[src/rtl/mul_sched_if.sv]
// rtl/mul_sched_if.sv - requester and datapath signal bundle for mul_sched
// Purpose: groups the requester-facing and datapath-facing signals of the
//          shared-multiplier scheduler.
// Ports (modport slave = scheduler view):
//   req/a_in/b_in    requester levels and operand slices (slice i = [i*W +: W])
//   gnt/busy         one-hot grant and activity flag
//   lda/ldb/ldp/clrp/decb/data_bus  datapath controls and data
//   eqz/dp_p         datapath counter-zero flag and product value
//   done/done_id/result  completion pulse, requester ID and product
interface mul_sched_if #(
   parameter int N_REQ = 4,
   parameter int W     = 16
);
   localparam int IDW = (N_REQ > 1) ? $clog2(N_REQ) : 1;

   logic [N_REQ-1:0]   req;
   logic [N_REQ*W-1:0] a_in;
   logic [N_REQ*W-1:0] b_in;
   logic [N_REQ-1:0]   gnt;
   logic               busy;
   logic               lda;
   logic               ldb;
   logic               ldp;
   logic               clrp;
   logic               decb;
   logic [W-1:0]       data_bus;
   logic               eqz;
   logic [W-1:0]       dp_p;
   logic               done;
   logic [IDW-1:0]     done_id;
   logic [W-1:0]       result;

   modport master (
      output req, a_in, b_in, eqz, dp_p,
      input  gnt, busy, lda, ldb, ldp, clrp, decb, data_bus, done, done_id, result
   );

   modport slave (
      input  req, a_in, b_in, eqz, dp_p,
      output gnt, busy, lda, ldb, ldp, clrp, decb, data_bus, done, done_id, result
   );
endinterface

[src/rtl/mul_sched.sv]
// rtl/mul_sched.sv - round-robin scheduler for a shared repeated-addition multiplier
// Purpose: arbitrates N_REQ requesters, latches the winner's operands and
//          sequences one shared datapath (A reg, down-counter, product reg).
// Ports:
//   clk    rising-edge clock
//   rst_n  synchronous active-low reset
//   sif    mul_sched_if.slave: requests/operands in, grant/controls/result out
module mul_sched #(
   parameter int N_REQ = 4,
   parameter int W     = 16
) (
   input  logic        clk,
   input  logic        rst_n,
   mul_sched_if.slave  sif
);
   localparam int IDW = (N_REQ > 1) ? $clog2(N_REQ) : 1;

   typedef enum logic [2:0] {
      S_IDLE,
      S_LDA,
      S_LDB,
      S_RUN,
      S_DONE
   } state_t;

   state_t           state_q, state_d;
   logic [N_REQ-1:0] gnt_q, gnt_d;
   logic [IDW-1:0]   last_q, last_d;
   logic [IDW-1:0]   id_q, id_d;
   logic [IDW-1:0]   done_id_q, done_id_d;
   logic [W-1:0]     a_q, a_d;
   logic [W-1:0]     b_q, b_d;
   logic [W-1:0]     result_q, result_d;

   logic             win_found;
   logic [IDW-1:0]   win_id;
   int               idx;

   // Round-robin pick: first set request starting just above the last winner.
   always_comb begin
      win_found = 1'b0;
      win_id    = '0;
      idx       = 0;
      for (int k = 1; k <= N_REQ; k++) begin
         idx = (int'(last_q) + k) % N_REQ;
         if (!win_found && sif.req[idx[IDW-1:0]]) begin
            win_found = 1'b1;
            win_id    = idx[IDW-1:0];
         end
      end
   end

   always_comb begin
      state_d      = state_q;
      gnt_d        = gnt_q;
      last_d       = last_q;
      id_d         = id_q;
      done_id_d    = done_id_q;
      a_d          = a_q;
      b_d          = b_q;
      result_d     = result_q;
      sif.lda      = 1'b0;
      sif.ldb      = 1'b0;
      sif.ldp      = 1'b0;
      sif.clrp     = 1'b0;
      sif.decb     = 1'b0;
      sif.done     = 1'b0;
      sif.data_bus = '0;
      case (state_q)
         S_IDLE: begin
            if (win_found) begin
               gnt_d   = {{(N_REQ-1){1'b0}}, 1'b1} << win_id;
               id_d    = win_id;
               last_d  = win_id;
               a_d     = sif.a_in[win_id*W +: W];
               b_d     = sif.b_in[win_id*W +: W];
               state_d = S_LDA;
            end
         end
         S_LDA: begin
            sif.data_bus = a_q;
            sif.lda      = 1'b1;
            state_d      = S_LDB;
         end
         S_LDB: begin
            // Loading the counter and clearing P in the same cycle starts the run.
            sif.data_bus = b_q;
            sif.ldb      = 1'b1;
            sif.clrp     = 1'b1;
            state_d      = S_RUN;
         end
         S_RUN: begin
            if (!sif.eqz) begin
               sif.ldp  = 1'b1;
               sif.decb = 1'b1;
            end else begin
               // P already holds the final sum here; capture it on the way out.
               result_d  = sif.dp_p;
               done_id_d = id_q;
               state_d   = S_DONE;
            end
         end
         S_DONE: begin
            sif.done = 1'b1;
            gnt_d    = '0;
            state_d  = S_IDLE;
         end
         default: state_d = S_IDLE;
      endcase
   end

   always_ff @(posedge clk) begin
      if (!rst_n) begin
         state_q   <= S_IDLE;
         gnt_q     <= '0;
         last_q    <= IDW'(N_REQ - 1);
         id_q      <= '0;
         done_id_q <= '0;
         a_q       <= '0;
         b_q       <= '0;
         result_q  <= '0;
      end else begin
         state_q   <= state_d;
         gnt_q     <= gnt_d;
         last_q    <= last_d;
         id_q      <= id_d;
         done_id_q <= done_id_d;
         a_q       <= a_d;
         b_q       <= b_d;
         result_q  <= result_d;
      end
   end

   assign sif.gnt     = gnt_q;
   assign sif.busy    = (state_q != S_IDLE);
   assign sif.done_id = done_id_q;
   assign sif.result  = result_q;
endmodule

[src/flat_wrapper.sv]
// flat-port wrapper written by rule: the top's interface ports become plain ports
module mul_sched_flat 
#(
   parameter int N_REQ = 4,
   parameter int W     = 16
)
  (clk, rst_n, sif_req, sif_a_in, sif_b_in, sif_eqz, sif_dp_p, sif_gnt, sif_busy, sif_lda, sif_ldb, sif_ldp, sif_clrp, sif_decb, sif_data_bus, sif_done, sif_done_id, sif_result);
  mul_sched_if #(.N_REQ(N_REQ), .W(W)) sif_i ();
  input  logic clk;
  input  logic rst_n;
  input wire logic [$bits(sif_i.req)-1:0] sif_req;
  input wire logic [$bits(sif_i.a_in)-1:0] sif_a_in;
  input wire logic [$bits(sif_i.b_in)-1:0] sif_b_in;
  input wire logic [$bits(sif_i.eqz)-1:0] sif_eqz;
  input wire logic [$bits(sif_i.dp_p)-1:0] sif_dp_p;
  output wire logic [$bits(sif_i.gnt)-1:0] sif_gnt;
  output wire logic [$bits(sif_i.busy)-1:0] sif_busy;
  output wire logic [$bits(sif_i.lda)-1:0] sif_lda;
  output wire logic [$bits(sif_i.ldb)-1:0] sif_ldb;
  output wire logic [$bits(sif_i.ldp)-1:0] sif_ldp;
  output wire logic [$bits(sif_i.clrp)-1:0] sif_clrp;
  output wire logic [$bits(sif_i.decb)-1:0] sif_decb;
  output wire logic [$bits(sif_i.data_bus)-1:0] sif_data_bus;
  output wire logic [$bits(sif_i.done)-1:0] sif_done;
  output wire logic [$bits(sif_i.done_id)-1:0] sif_done_id;
  output wire logic [$bits(sif_i.result)-1:0] sif_result;
  assign sif_i.req = sif_req;
  assign sif_i.a_in = sif_a_in;
  assign sif_i.b_in = sif_b_in;
  assign sif_i.eqz = sif_eqz;
  assign sif_i.dp_p = sif_dp_p;
  assign sif_gnt = sif_i.gnt;
  assign sif_busy = sif_i.busy;
  assign sif_lda = sif_i.lda;
  assign sif_ldb = sif_i.ldb;
  assign sif_ldp = sif_i.ldp;
  assign sif_clrp = sif_i.clrp;
  assign sif_decb = sif_i.decb;
  assign sif_data_bus = sif_i.data_bus;
  assign sif_done = sif_i.done;
  assign sif_done_id = sif_i.done_id;
  assign sif_result = sif_i.result;
  mul_sched #(.N_REQ(N_REQ), .W(W)) u_core (.clk(clk), .rst_n(rst_n), .sif(sif_i));
endmodule
[config.mk]
export PLATFORM = sky130hd
export DESIGN_NAME = mul_sched_flat
export DESIGN_NICKNAME = d
export VERILOG_FILES = /design/src/rtl/mul_sched_if.sv /design/src/rtl/mul_sched.sv /design/src/flat_wrapper.sv
export SDC_FILE = /design/constraint.sdc
export NUM_CORES = 1
export LEC_CHECK = 0
export CORE_MARGIN = 10
export CORE_UTILIZATION = 35
export DETAILED_ROUTE_END_ITERATION = 6
export GPL_TIMING_DRIVEN = 0
export HOLD_SLACK_MARGIN = 0.03
export PLACE_DENSITY = 0.77
export SYNTH_ARGS = -nofsm -noshare
export SYNTH_HDL_FRONTEND = slang
export SYNTH_SLANG_ARGS = --single-unit
[constraint.sdc]
create_clock -name clk -period 1.9 [get_ports clk]
set_clock_uncertainty 0.15 [all_clocks]
set_input_delay 0.38 -clock clk [delete_from_list [all_inputs] [get_ports clk]]
set_output_delay 0.38 -clock clk [all_outputs]
set_load 0.01 [all_outputs]
==> results of run 1 <==
[state kept, by name (all words and copies together) (netlist names)]
register and count:
u_core.last_q 2, u_core.b_q 16, u_core.id_q 2, u_core.sif.done_id 2, u_core.sif.gnt 4, u_core.sif.result 16
u_core.state_q 3, u_core.a_q 16
[metal layers]
layer  part of all wire  global-route usage  vias to the layer above
met4              0.020              0.0656                        0
met2               0.50               0.349                      224
met3              0.083              0.0666                       25
li1                   -                   -                     2002
met5                  0                   0                        -
met1               0.40               0.237                     1988
[cells by family after synthesis]
kind of cell	Yosys count	share of synthesized area
AO/OA/AOI/OAI	182	0.377
flip-flops	61	0.352
multiplexers	32	0.0923
AND/OR/NAND/NOR	80	0.109
buffers and inverters	45	0.0703
[per-stage QoR]
step | setup TNS [ns] | power (mW) | cell area [um^2] | util
2_1_floorplan | 0 | 2.42 | 3470 | -
3_3_place_gp | -45.59 | 3.16 | 5590 | 0.575
3_5_place_dp | -47.69 | 3.19 | 5590 | 0.575
4_1_cts | -2.45 | 4.85 | 6280 | 0.645
5_1_grt | -3.51 | 5.33 | 6600 | 0.679
6_report | -1.69 | 5.11 | 6600 | 0.679
[how the worst max path moves through the flow]
stage,start,endpoint,slack (ns),cells past startpoint
floorplan,u_core.state_q[1],u_core.a_q[11],0.03,7
global placement,sif_req[3],u_core.b_q[0],-0.84,6
detailed placement,sif_req[1],u_core.b_q[0],-0.87,6
CTS,u_core.state_q[1],sif_data_bus[6],-0.23,6
global route,u_core.state_q[2],sif_data_bus[11],-0.21,6
finish,u_core.state_q[1],sif_data_bus[11],-0.15,6
[worst max-delay path, cell delays in order, from the launching register on]
cell and delay (ns):
dfxtp_4 0.36, nor3b_4 0.16, buf_6 0.12, buf_8 0.11, buf_6 0.11, a22o_1 0.21
buf_6 0.12
[power groups by stage]
stage	registers, mW	clock network (mW)	logic [mW]
2_1_floorplan	1.57	0	0.850
3_3_place_gp	1.62	0	1.55
3_5_place_dp	1.62	0	1.57
4_1_cts	1.61	1.46	1.79
5_1_grt	1.63	1.53	2.16
6_report	1.62	1.45	2.04
[placed cells by master (no fill, tap or decap), types with 5 or more instances in the layout]
cell type,n
a21boi_0,23
a221oi_4,10
nand2_1,42
nand3_1,5
o21ai_0,38
clkbuf_8,12
o211ai_1,29
a221oi_2,22
buf_4,16
buf_6,30
o22ai_1,33
mux2i_1,28
clkdlybuf4s50_1,166
buf_2,6
clkbuf_2,13
nor2_1,7
dfxtp_1,56
buf_8,6
a22o_1,16
[final cells by class]
class	count	area, um^2
Tap cell	133	166
Fill cell	782	3130
Clock inverter	4	95.1
Timing Repair Buffer	217	2190
Clock buffer	11	151
Inverter	4	15.0
Multi-Input combinational cell	294	2430
Buffer	36	327
Sequential cell	61	1240
[timing repair]
| action | CTS | global route |
|---|---|---|
| resized for setup | 194 | 66 |
| pin swaps | 17 | 11 |
| gates cloned | 2 | 2 |
| setup buffers | 14 | 6 |
| endpoints found under the setup margin | 71 | 59 |
| hold endpoints to repair | 0 | 0 |
| hold buffers | 0 | 0 |
==> flow_metrics.py, run 1 <==
metrics = {
    "route": {
        "drtIter0Drc": 329,
        "viasPerCell": 5.58,
        "routed_wl_um": 16100,
        "via_count": 4239,
        "drc": 0,
        "avgRoutedWirePerCell_um": 21.2,
        "firstDrtPassIters": 4,
        "drtAntennaViolNets": 0,
    },
    "clock_tree": {
        "cts_root_buf": "clkbuf_8",
        "cts_buffers": 9,
        "cts_htree_levels": 3,
        "clkSlewWorstSetupHoldPaths_ns": 0.07,
        "clockBufferDepth": 2,
        "cts_tree": "yes",
        "cts.sinks": 61,
        "clk_latency_ns": 0.33,
    },
    "sta": {
        "worst_slew_pin_slew_ns": 0.671,
        "final.min_clock_period_ns": 2.05,
        "worst_slack_ns": -0.148,
        "finalHoldViolCount": 0,
        "slew_headroom": 0.551,
        "period_share": 1.08,
        "max_freq_mhz": 488,
        "rsz0062_at_grt": "yes",
        "drv_slew": 0,
        "fin_hold_ws_ns": 0.315,
        "setup_violations": 21,
    },
    "synthesis": {
        "synth_top_area_cell": "dfxtp_1",
        "ys_ff_latch": 61,
        "synth_nets": 551,
        "synth.distinct_cells": 38,
        "yosysMostFrequentCell": "dfxtp_1",
        "synthTopCellsByArea": "dfxtp_1 35%, mux2i_1 9.2%, a221oi_1 7.8%",
        "synth-edff-count": 0,
        "yosysWarnings": 0,
        "synth.top_cell.area_share": 0.352,
        "ys.flop_type": "dfxtp_1",
        "async_flop_share": 0,
        "avgSynthCellArea_um2": 8.67,
        "synth_seq_area_share": 0.352,
        "syn_inst": 400,
        "syn_area_mm2": 0.00347,
        "ys_top_cells_by_count": "61 x dfxtp_1, 43 x nand2_1, 39 x o21ai_0",
    },
    "pwr": {
        "clockPowerShare": 0.283,
        "seqPwrFrac": 0.317,
        "p_per_area_mw_per_mm2": 774,
        "switching_power_mw": 1.62,
        "power.internal_mw": 3.49,
        "p_leak_nw": 2.47,
        "netSwitchingFraction": 0.317,
        "vdd_ir_drop_max_mv": 0.493,
        "power_frac_comb": 0.400,
    },
    "global_route": {
        "grtUsageTotal": 0.204,
        "antenna_found_initial": 0,
        "grt.overflow.total": 0,
        "grt_max_degree": 11,
        "grt_pass1_wl_um": 23700,
        "grt_pass1_vias": 4378,
    },
    "outcome": {
        "status": "complete, but fails checks",
        "failed_checks": "negative setup slack",
    },
    "placed_design": {
        "dp.cells": 728,
        "pre_cts_slack_ns": -0.871,
        "port_buffers": 195,
        "gp_congestion": 0.841,
        "dp_hpwl_um": 11900,
    },
    "die": {
        "core-area_mm2": 0.00973,
        "die_y_um": 120,
        "die_area_mm2": 0.0143,
        "boundaryPins": 196,
        "die_x_um": 120,
        "std_cell_rows": 36,
        "start_util": 0.357,
    },
    "critical_path": {
        "r2r_setup_slack_ns": -0.01,
        "arrival_ns": 1.52,
        "ff2ff_path_depth": 6,
        "crit_required_ns": 1.37,
        "critPathKind": "flip-flop to primary output",
        "critPathLaunchType": "flip-flop",
        "r2r_start": "u_core.state_q[1]",
        "crit_fanout": 4,
        "endpoint_kind": "primary output",
        "reg2reg_to": "u_core.a_q[14]",
    },
    "finish": {
        "area_delta_synth_final_pct": 90.3,
        "num_antenna_cells": 0,
        "drive_gt1_frac": 0.247,
        "nNetsFinal": 774,
        "finalNonFillerCells": 760,
    },
    "hold_path": {
        "hold_path_depth": 2,
        "hp-class": "flip-flop to flip-flop",
        "holdPathEnd": "u_core.sif.result[10]",
        "hp-start": "u_core.sif.result[10]",
    },
    "job": {
        "cap_violations": 0,
    },
}
Power figures use the tool's default switching activity.
==> run 2, diff against run 1 <==
SKIP_CTS_REPAIR_TIMING = 1   (was default)
==> flow_metrics.py, run 2 (synthesis results as in run 1) <==
metrics = {
    "sta": {
        "slew_headroom": 0.583,
        "period_share": 1.11,
        "setup_violations": 26,
        "worst_slew_pin_slew_ns": 0.624,
        "finalHoldViolCount": 0,
        "fin_hold_ws_ns": 0.315,
        "drv_slew": 0,
        "final.min_clock_period_ns": 2.11,
        "max_freq_mhz": 475,
        "rsz0062_at_grt": "yes",
        "worst_slack_ns": -0.207,
        "tns_ns": -2.66,
    },
    "critical_path": {
        "arrival_ns": 1.58,
        "ff2ff_path_depth": 6,
        "path_cells": "nor3b_4 > buf_6 > buf_6 > buf_6 > a22o_1 > buf_6",
        "path_buf_inv": 4,
        "slowest_stage": "dfxtp_4",
        "endpoint_kind": "primary output",
        "cp_top_family": "buffers and inverters",
        "critPathLaunchType": "flip-flop",
        "critPathKind": "flip-flop to primary output",
        "path_common_cell": "buf_6",
        "crit_fanout": 6,
        "crit_required_ns": 1.37,
        "slowest_delay_ns": 0.37,
        "cp.depth": 6,
    },
    "clock_tree": {
        "clkSlewWorstSetupHoldPaths_ns": 0.07,
        "cts_root_buf": "clkbuf_8",
        "clk_latency_ns": 0.33,
        "cts_tree": "yes",
        "clockBufferDepth": 2,
        "cts_htree_levels": 3,
        "cts.sinks": 61,
        "cts_buffers": 9,
    },
    "global_route": {
        "grt_pass1_wl_um": 22700,
        "antenna_found_initial": 0,
        "grtUsageTotal": 0.195,
        "grt_max_degree": 12,
        "grt_pass1_vias": 4210,
        "grt.overflow.total": 0,
    },
    "finish": {
        "final_cell_mix": "166 x clkdlybuf4s50_1, 56 x dfxtp_1, 43 x nand2_1",
        "fin_util": 0.662,
        "final_area_mm2": 0.00644,
        "fill_cells": 796,
        "final_common_cell": "clkdlybuf4s50_1",
        "register_area_mm2": 0.00124,
        "area_delta_synth_final_pct": 85.7,
        "num_antenna_cells": 0,
        "multi_input_area_mm2": 0.00236,
        "drive_gt1_frac": 0.233,
        "nNetsFinal": 774,
    },
    "die": {
        "die_x_um": 120,
        "die_y_um": 120,
        "boundaryPins": 196,
        "std_cell_rows": 36,
        "start_util": 0.357,
        "core-area_mm2": 0.00973,
        "die_area_mm2": 0.0143,
    },
    "route": {
        "drtIter0Drc": 298,
        "drtAntennaViolNets": 0,
        "avgRoutedWirePerCell_um": 20.7,
        "firstDrtPassIters": 5,
        "drc": 0,
        "routed_wl_um": 15700,
        "via_count": 4196,
        "viasPerCell": 5.52,
    },
    "outcome": {
        "failed_checks": "negative setup slack",
        "status": "complete, but fails checks",
    },
    "pwr": {
        "p_per_area_mw_per_mm2": 772,
        "p_leak_nw": 2.49,
        "vdd_ir_drop_max_mv": 0.498,
    },
    "placed_design": {
        "pre_cts_slack_ns": -0.871,
        "dpl_cell_area_mm2": 0.00559,
        "port_buffers": 195,
        "dp_hpwl_um": 11900,
        "gp_congestion": 0.841,
    },
    "hold_path": {
        "hold_path_depth": 2,
        "hp-class": "flip-flop to flip-flop",
    },
    "job": {
        "cap_violations": 0,
    },
}
## run 2: changes by cell type in the layout (fill, tap and decap cells not counted), moves of 4 or more
cell / previous run / this run
a221oi_4: 10 / 6
dlymetal6s2s_1: 1 / 7
buf_8: 6 / 1
a221oi_2: 22 / 26
buf_2: 6 / 10
## run 2: cell type report
| class | count | share of cell area |
|---|---|---|
| Sequential cell | 61 | 0.192 |
| Clock inverter | 4 | 0.0148 |
| Tap cell | 133 | 0.0258 |
| Inverter | 4 | 0.00233 |
| Buffer | 38 | 0.0474 |
| Multi-Input combinational cell | 294 | 0.366 |
| Clock buffer | 11 | 0.0235 |
| Timing Repair Buffer | 215 | 0.328 |
## run 2: stage by stage
stage / std cells / power, mW
after global placement: 728 / 3.16
after CTS: 743 / 4.63
after global routing: 760 / 5.19
final: 760 / 4.98
after floorplan: 400 / 2.42
after detailed placement: 728 / 3.19
## run 2: power breakdown
group,total [mW],leakage (nW),internal [mW],switching [mW]
Clock,1.45,0.125,0.934,0.512
Sequential,1.62,0.504,1.46,0.166
Combinational,1.91,1.86,1.02,0.890
## run 2: path summary, 6_finish.rpt
check | from | endpoint | slack, ns
min reg2reg | u_core.sif.result[10] | u_core.sif.result[10] | 0.32
max | u_core.state_q[1] | sif_data_bus[6] | -0.21
min | u_core.sif.result[10] | u_core.sif.result[10] | 0.32
max reg2reg | u_core.state_q[2] | u_core.a_q[14] | -0.05
## run 2: metal layers
metal / global-route usage / vias up / share of wire
met3: 0.0689 / 24 / 0.084
met1: 0.227 / 1975 / 0.40
met2: 0.331 / 206 / 0.50
li1: - / 1991 / -
met4: 0.0543 / 0 / 0.018
met5: 0 / - / 0
## run 2: worst min-delay path: cells and delay by family (launching register included)
| kind | cells | cell delay, ns |
|---|---|---|
| flops | 1 | 0.31 |
| compound gates | 1 | 0.06 |
| simple gates | 1 | 0.05 |
==> run 3, diff against run 2 <==
REMOVE_ABC_BUFFERS = 1   (was default)
==> flow_metrics.py, run 3 (synthesis results as in run 1) <==
metrics = {
    "sta": {
        "worst_slack_ns": -0.195,
        "max_freq_mhz": 477,
        "setup_violations": 49,
        "rsz0062_at_grt": "yes",
        "tns_ns": -4.55,
        "finalHoldViolCount": 0,
        "drv_slew": 0,
        "period_share": 1.10,
        "final.min_clock_period_ns": 2.09,
        "slew_headroom": 0.499,
        "fin_hold_ws_ns": 0.319,
        "worst_slew_pin_slew_ns": 0.752,
    },
    "route": {
        "drtAntennaViolNets": 0,
        "drtIter0Drc": 339,
        "routed_wl_um": 17700,
        "drc": 0,
        "via_count": 4408,
        "avgRoutedWirePerCell_um": 23.2,
        "viasPerCell": 5.75,
        "firstDrtPassIters": 5,
    },
    "placed_design": {
        "port_buffers": 195,
        "dp_hpwl_um": 9850,
        "gp_congestion": 0.782,
        "dpl_cell_area_mm2": 0.00547,
    },
    "die": {
        "die_y_um": 120,
        "boundaryPins": 196,
        "start_util": 0.357,
        "core-area_mm2": 0.00973,
        "die_x_um": 120,
        "std_cell_rows": 36,
        "die_area_mm2": 0.0143,
    },
    "global_route": {
        "grt.overflow.total": 0,
        "grt_pass1_wl_um": 20600,
        "antenna_found_initial": 0,
        "grt_pass1_vias": 4017,
        "grtUsageTotal": 0.175,
        "grt_max_degree": 46,
    },
    "clock_tree": {
        "clk_latency_ns": 0.33,
        "cts_root_buf": "clkbuf_8",
        "cts_buffers": 9,
        "cts.sinks": 61,
        "cts_htree_levels": 3,
        "cts_tree": "yes",
        "clkSlewWorstSetupHoldPaths_ns": 0.07,
        "clockBufferDepth": 2,
    },
    "finish": {
        "fill_cells": 771,
        "drive_gt1_frac": 0.264,
        "multi_input_area_mm2": 0.00254,
        "register_area_mm2": 0.00124,
        "final_cell_mix": "167 x clkdlybuf4s50_1, 56 x dfxtp_1, 42 x nand2_1",
        "final_common_cell": "clkdlybuf4s50_1",
        "final_area_mm2": 0.00668,
        "area_delta_synth_final_pct": 92.4,
        "num_antenna_cells": 0,
        "nNetsFinal": 779,
    },
    "critical_path": {
        "reg2reg_to": "u_core.b_q[10]",
        "crit_fanout": 8,
        "crit_required_ns": 1.37,
        "cp-startpoint": "u_core.state_q[1]",
        "slowest_delay_ns": 0.38,
        "r2r_start": "u_core.state_q[0]",
        "ff2ff_path_depth": 8,
        "arrival_ns": 1.56,
        "slowest_stage": "dfxtp_4",
        "endpoint_kind": "primary output",
        "crit_end": "sif_data_bus[1]",
        "critPathLaunchType": "flip-flop",
        "critPathKind": "flip-flop to primary output",
        "r2r_setup_slack_ns": -0.17,
        "path_cells": "nor3b_4 > buf_12 > buf_8 > a22o_1 > buf_6",
    },
    "pwr": {
        "p_leak_nw": 2.50,
        "p_per_area_mw_per_mm2": 745,
        "fin_total_pwr_mw": 4.98,
        "vdd_ir_drop_max_mv": 0.384,
    },
    "outcome": {
        "status": "complete, but fails checks",
        "failed_checks": "negative setup slack",
    },
    "job": {
        "cap_violations": 0,
    },
    "hold_path": {
        "hp-class": "flip-flop to flip-flop",
    },
}
[run 3: power breakdown]
group	switching, mW	internal [mW]
Clock	0.532	0.603
Combinational	1.03	1.20
Sequential	0.153	1.46
Total	1.72	3.26
[run 3: worst min-delay path by stage]
| stage | start | cells after the start | endpoint |
|---|---|---|---|
| after CTS | u_core.sif.result[4] | 2 | u_core.sif.result[4] |
| after global routing | u_core.sif.gnt[1] | 2 | u_core.sif.gnt[1] |
| final | u_core.sif.result[7] | 2 | u_core.sif.result[7] |
| after detailed placement | u_core.id_q[1] | 2 | u_core.sif.done_id[1] |
| after global placement | u_core.id_q[1] | 2 | u_core.sif.done_id[1] |
| after floorplan | u_core.id_q[0] | 2 | u_core.sif.done_id[0] |
[run 3: layout make-up]
class                   count  share of cell area
multi-input cells         307               0.380
repair buffers            245               0.378
flip-flops and latches     61               0.186
well taps                 133              0.0249
clock buffers              10              0.0191
clock inverters             6             0.00956
inverters                   4             0.00225
[run 3: metrics by stage]
step | setup slack [ns] | std cells | util
4_1_cts | -1.27 | 708 | 0.582
6_report | -0.195 | 766 | 0.686
3_5_place_dp | -1.63 | 692 | 0.563
5_1_grt | -0.251 | 766 | 0.686
3_3_place_gp | -2.93 | 687 | 0.551
2_1_floorplan | -1.62 | 359 | -
[run 3: critical path: cells and delay by family, from the launching register on]
kind,cells,cell delay (ns)
buffers and inverters,3,0.40
AO/OA/AOI/OAI,1,0.17
flip-flops,1,0.38
AND/OR/NAND/NOR,1,0.26
[run 3: layer usage]
layer,routed length [um],track usage
met1,7100,0.196
met2,8750,0.300
met3,1540,0.0713
met4,359,0.0520
met5,0,0
